File: config.mk
export PLATFORM = sky130hd
export DESIGN_NAME = decoder_38_driver
export DESIGN_NICKNAME = d
export VERILOG_FILES = /design/src/rtl/decoder_38_pkg.sv /design/src/rtl/onehot_decode_38.sv /design/src/rtl/decoder_38_driver.sv
export SDC_FILE = /design/constraint.sdc
export NUM_CORES = 1
export LEC_CHECK = 0
export BUFFER_PORTS_ARGS = -buffer_cell sky130_fd_sc_hd__buf_2
export CORE_MARGIN = 5
export CORE_UTILIZATION = 55
export CTS_BUF_LIST = sky130_fd_sc_hd__clkbuf_16
export DETAILED_ROUTE_END_ITERATION = 7
export PLACE_DENSITY = 0.74
export SLEW_MARGIN = 20
export SYNTH_ARGS = -nofsm -noshare
export SYNTH_HDL_FRONTEND = slang
export SYNTH_SLANG_ARGS = --single-unit
File: constraint.sdc
create_clock -name clk_i -period 3.06 [get_ports clk_i]
set_input_delay 0.153 -clock clk_i [delete_from_list [all_inputs] [get_ports clk_i]]
set_output_delay 0.153 -clock clk_i [all_outputs]
set_load 0.05 [all_outputs]
File: src/rtl/decoder_38_pkg.sv
// Shared definitions for the 3-to-8 decoder driver.
// Holds the FSM state encoding, code/one-hot widths, the width of the
// internal hold/gap counters, and the onehot_of() helper.
package decoder_38_pkg;

  localparam int unsigned CODE_W   = 3;
  localparam int unsigned ONEHOT_W = 8;
  // Hold and gap counters only need to reach 254 (legal range is 1..255).
  localparam int unsigned CTR_W    = 8;

  typedef enum logic [1:0] {
    StIdle  = 2'd0,
    StDrive = 2'd1,
    StGap   = 2'd2
  } state_e;

  // Binary code to one-hot line select.
  function automatic logic [ONEHOT_W-1:0] onehot_of(input logic [CODE_W-1:0] code);
    return ONEHOT_W'(1) << code;
  endfunction

endpackage

File: src/rtl/onehot_decode_38.sv
// Combinational 3-to-8 one-hot decoder with enable.
// Ports:
//   code_i   - binary code 0..7
//   en_i     - decode enable; output is all-zero when low
//   onehot_o - one-hot line select
module onehot_decode_38
  import decoder_38_pkg::*;
(
  input  logic [CODE_W-1:0]   code_i,
  input  logic                en_i,
  output logic [ONEHOT_W-1:0] onehot_o
);

  always_comb begin
    onehot_o = '0;
    if (en_i) begin
      onehot_o = onehot_of(code_i);
    end
  end

endmodule

File: src/rtl/decoder_38_driver.sv
// Registered 3-to-8 one-hot decoder with valid/ready input handshake.
// An accepted code drives its one-hot line for HOLD_CYCLES cycles, then the
// output sits at zero for GAP_CYCLES cycles before the block re-arms.
// Ports:
//   clk_i        - clock, all state updates on rising edge
//   rst_i        - synchronous active-high reset
//   en_i         - acceptance enable (affects in_ready_o only)
//   in_valid_i   - in_code_i is valid
//   in_code_i    - binary code to decode
//   in_ready_o   - block can accept a code this cycle (combinational)
//   out_onehot_o - registered one-hot output, nonzero only while driving
//   busy_o       - registered, high while driving or in the guard gap
//   done_o       - registered one-cycle pulse after the last drive cycle
//   accept_cnt_o - saturating count of accepted codes
module decoder_38_driver
  import decoder_38_pkg::*;
#(
  parameter int unsigned HOLD_CYCLES = 4,
  parameter int unsigned GAP_CYCLES  = 1,
  parameter int unsigned CNT_W       = 8
) (
  input  logic                clk_i,
  input  logic                rst_i,
  input  logic                en_i,
  input  logic                in_valid_i,
  input  logic [CODE_W-1:0]   in_code_i,
  output logic                in_ready_o,
  output logic [ONEHOT_W-1:0] out_onehot_o,
  output logic                busy_o,
  output logic                done_o,
  output logic [CNT_W-1:0]    accept_cnt_o
);

  localparam logic [CTR_W-1:0] HoldLoad = CTR_W'(HOLD_CYCLES - 1);
  localparam logic [CTR_W-1:0] GapLoad  = (GAP_CYCLES > 0) ? CTR_W'(GAP_CYCLES - 1) : '0;
  localparam bit               HasGap   = (GAP_CYCLES > 0);

  state_e                state_q, state_d;
  logic [CTR_W-1:0]      hold_q, hold_d;
  logic [CTR_W-1:0]      gap_q, gap_d;
  logic [CODE_W-1:0]     code_q, code_d;
  logic [ONEHOT_W-1:0]   onehot_q, onehot_d;
  logic                  busy_q, busy_d;
  logic                  done_q, done_d;
  logic [CNT_W-1:0]      cnt_q, cnt_d;
  logic                  accept;

  assign in_ready_o = en_i && (state_q == StIdle);
  assign accept     = in_valid_i && in_ready_o;

  always_comb begin
    state_d = state_q;
    hold_d  = hold_q;
    gap_d   = gap_q;
    code_d  = code_q;
    done_d  = 1'b0;
    cnt_d   = cnt_q;
    unique case (state_q)
      StIdle: begin
        if (accept) begin
          state_d = StDrive;
          code_d  = in_code_i;
          hold_d  = HoldLoad;
          if (cnt_q != {CNT_W{1'b1}}) begin
            cnt_d = cnt_q + 1'b1;
          end
        end
      end
      StDrive: begin
        if (hold_q == '0) begin
          done_d = 1'b1;
          if (HasGap) begin
            state_d = StGap;
            gap_d   = GapLoad;
          end else begin
            state_d = StIdle;
          end
        end else begin
          hold_d = hold_q - 1'b1;
        end
      end
      StGap: begin
        if (gap_q == '0) begin
          state_d = StIdle;
        end else begin
          gap_d = gap_q - 1'b1;
        end
      end
      default: state_d = StIdle;
    endcase
    busy_d = (state_d != StIdle);
  end

  // Output register is fed from the next state so the line rises in the
  // cycle right after the accepting edge.
  onehot_decode_38 u_decode (
    .code_i   (code_d),
    .en_i     (state_d == StDrive),
    .onehot_o (onehot_d)
  );

  always_ff @(posedge clk_i) begin
    if (rst_i) begin
      state_q  <= StIdle;
      hold_q   <= '0;
      gap_q    <= '0;
      code_q   <= '0;
      onehot_q <= '0;
      busy_q   <= 1'b0;
      done_q   <= 1'b0;
      cnt_q    <= '0;
    end else begin
      state_q  <= state_d;
      hold_q   <= hold_d;
      gap_q    <= gap_d;
      code_q   <= code_d;
      onehot_q <= onehot_d;
      busy_q   <= busy_d;
      done_q   <= done_d;
      cnt_q    <= cnt_d;
    end
  end

  assign out_onehot_o = onehot_q;
  assign busy_o       = busy_q;
  assign done_o       = done_q;
  assign accept_cnt_o = cnt_q;

endmodule
==> flow_metrics.tcl <==
set metrics [dict create \
    slew_viol_final 0 \
    seq_area_frac_synth_pct 41.3 \
    cp-start-kind "flip-flop" \
    hold_buffers 0 \
    synth_area_leaders "dfxtp_1, a21oi_1, or4_1" \
    end_kind "flip-flop" \
    cts_tree "built" \
    synthFlopType "dfxtp_1" \
    postSynthAreaPerCell_um2 9.22 \
    required_ns 3.27 \
    synth_top_area_share_pct 41.3 \
    cp_slowest_cell "or4_1" \
    nFillCells 307 \
    numCtsBuffers 5 \
    rsz0062_at_grt "false" \
    antennaDiodeCount 0 \
    drt.antenna.violating_nets 0 \
    syn_area_um2 1890 \
    synth.net_count 219 \
    worstSkewPairLatency_ns 0.28 \
    grt_use_total_pct 18.9 \
    grt_start_max_net_pins 20 \
    ys_warn_count 0 \
    seqPwrFrac_pct 39.3 \
    post-route-util_pct 65.6 \
    p_int_w 0.00105 \
    dieWidth_um 68.6 \
    dp.cells 270 \
    tns_ns 0 \
    status "finished, final reports clean" \
    min_period_over_period_pct 78.2 \
    power_density_nw_per_um2 721 \
    combPwrFrac_pct 28.0 \
    maxCapViolations 0 \
    worst_slew_pin_slew_ns 0.757 \
    max_freq_ghz 0.418 \
    post_cts_resized 0 \
    start_util_pct 56.7 \
    synth_edf_count 0 \
    hold_path.class "in2reg" \
    layout_min_cycle_time_ns 2.39 \
    switching_share_pct 33.6 \
    hpwl_um 2920 \
    fin_cells 279 \
    cts.htree.levels 2 \
    clkTransAtPathRegs_ns 0.06 \
    cts_root_buffer "clkbuf_16" \
    crit_chain "inv_1 -> ha_1 -> nand3_1 -> a32o_1 -> or4_1 -> a21oi_1" \
    grt_pass1_vias 1575 \
    cts_sinks 39 \
    critPathArrivalTime_ns 2.61 \
    vias 1664 \
    final_nets 246 \
    postCtsSetupBuffers 0 \
    finalClockSkew_ns 0.00285 \
    relSlewSlack_pct 49.3 \
    hold_viol 0 \
    grt_pass1_wl_um 6720 \
    drive_gt1_share_pct 20.2 \
    async_flop_share_pct 0 \
    drt_pass1_iterations 4 \
    io_buffers 25 \
    synth_top_area_cell "dfxtp_1" \
    clkPwrFrac_pct 32.7 \
    drt_iter0_drc 100 \
    area_delta_synth_final_pct 15.8 \
    routed_wl_um 3950 \
    worstPathMaxFanout 10 \
    setup-violations-final 0 \
    gp_routability_congestion 0.834 \
    p_leak_nw 0.912 \
    cpPeakStageDelay_ns 0.51 \
    overflow 0 \
    io_pins 26 \
    antenna_found_initial 0 \
    synthCells 205 \
    avgRoutedWirePerCell_um 14.1 \
    drcViolationCount 0 \
    row_count 21 \
    viasPerCell 5.96 \
    coreArea_um2 3340 \
    cts_buffer_depth 2 \
    synth_seq_cells 39 \
    die-area_um2 4710 \
    synth.distinct_cells 46 \
    worstSetupPathType "reg2reg" \
    p_sw_w 0.000530 \
    chipHeight_um 68.6 \
    vdd.ir_drop.worst_mv 0.568 \
]
-- synth_stat cells, types with 2 or more instances --
master	count
clkbuf_1	2
dfxtp_1	39
a211oi_1	2
xor2_1	2
nand2b_1	5
a32oi_1	2
nor4_1	9
nand3_1	6
ha_1	7
o21ai_1	2
mux2i_1	5
or2_2	2
nor2_1	11
and2_1	2
nand2_1	10
or3_1	8
o31ai_1	10
o21ai_0	7
or3_2	2
a21oi_1	19
and3_1	2
inv_1	13
buf_6	2
o41ai_1	3
or4_1	12
-- power groups by stage --
stage	sequential, W	combinational [W]	clock, W
global placement	0.000623	0.000411	0
finish	0.000620	0.000443	0.000516
global route	0.000628	0.000495	0.000550
detailed placement	0.000629	0.000439	0
floorplan	0.000638	0.000344	0
CTS	0.000618	0.000441	0.000525
-- path summary, 6_finish.rpt --
kind              cells after the start                   from  slack [ns]                endpoint
setup reg to reg                      6  state_q[0]$_SDFF_PP0_        0.67  hold_q[5]$_SDFFE_PP0P_
hold reg to reg                       2  gap_q[7]$_SDFFE_PP0P_        0.47   gap_q[7]$_SDFFE_PP0P_
setup / recovery                      6  state_q[0]$_SDFF_PP0_        0.67  hold_q[5]$_SDFFE_PP0P_
hold / removal                        3           in_code_i[2]        0.18    code_q[2]$_SDFF_PP0_
-- registers in the layout, indices dropped and copies added, names as in the netlist --
name,count
busy_o,1
accept_cnt_o,8
code_q,3
gap_q,8
hold_q,8
state_q,2
done_o,1
out_onehot_o,8
-- cells by family after synthesis --
kind of cell / share of synthesized area [%]
compound gates: 19.8
xor+xnor: 0.927
fa+ha+maj: 4.63
buf+inv: 4.70
flops: 41.3
mux: 2.65
simple gates: 26.0
-- area by class of cell --
type,count,area [µm²],area share (%)
inverters,13,48.8,2.23
clock buffers,5,125,5.72
flip-flops and latches,39,781,35.7
clock inverters,3,25.0,1.14
repair buffers,26,130,5.95
well taps,46,57.6,2.63
multi-input cells,147,1020,46.7
-- routing by layer --
metal | track usage (%) | share of wire (%) | up-vias
met1 | 21.5 | 42 | 800
li1 | - | - | 829
met4 | 6.45 | 1.2 | 0
met2 | 33.5 | 52 | 30
met3 | 5.35 | 4.3 | 5
met5 | 0 | 0 | -
-- critical path, delay by kind of cell, from the launching register on --
kind	cells	cell delay, ns
adders and majority gates	1	0.34
AOI/OAI and AO/OA	2	0.61
DFF	1	0.33
and+or+nand+nor	2	0.93
buffers and inverters	1	0.11
-- layout by cell type (no fill, tap or decap), types with 8 or more instances in the layout --
| cell | instances |
|---|---|
| o31ai_1 | 10 |
| or3_1 | 8 |
| nor4_1 | 9 |
| nor2_1 | 11 |
| a21oi_1 | 19 |
| inv_1 | 13 |
| or4_1 | 12 |
| buf_2 | 26 |
| dfxtp_1 | 39 |
| nand2_1 | 10 |
-- through the flow --
| step | instance area, µm² | setup WS (ns) | total power [W] | hold WS (ns) |
|---|---|---|---|---|
| 2_1_floorplan | 1890 | 1.00 | 0.000982 | 0.360 |
| 4_1_cts | 2180 | 0.561 | 0.00158 | 0.182 |
| 5_1_grt | 2190 | 0.483 | 0.00167 | 0.253 |
| 6_report | 2190 | 0.668 | 0.00158 | 0.181 |
| 3_5_place_dp | 2030 | 0.589 | 0.00107 | 0.473 |
| 3_3_place_gp | 2030 | 0.759 | 0.00103 | 0.456 |
No activity file was read; power rests on OpenSTA's default activity.
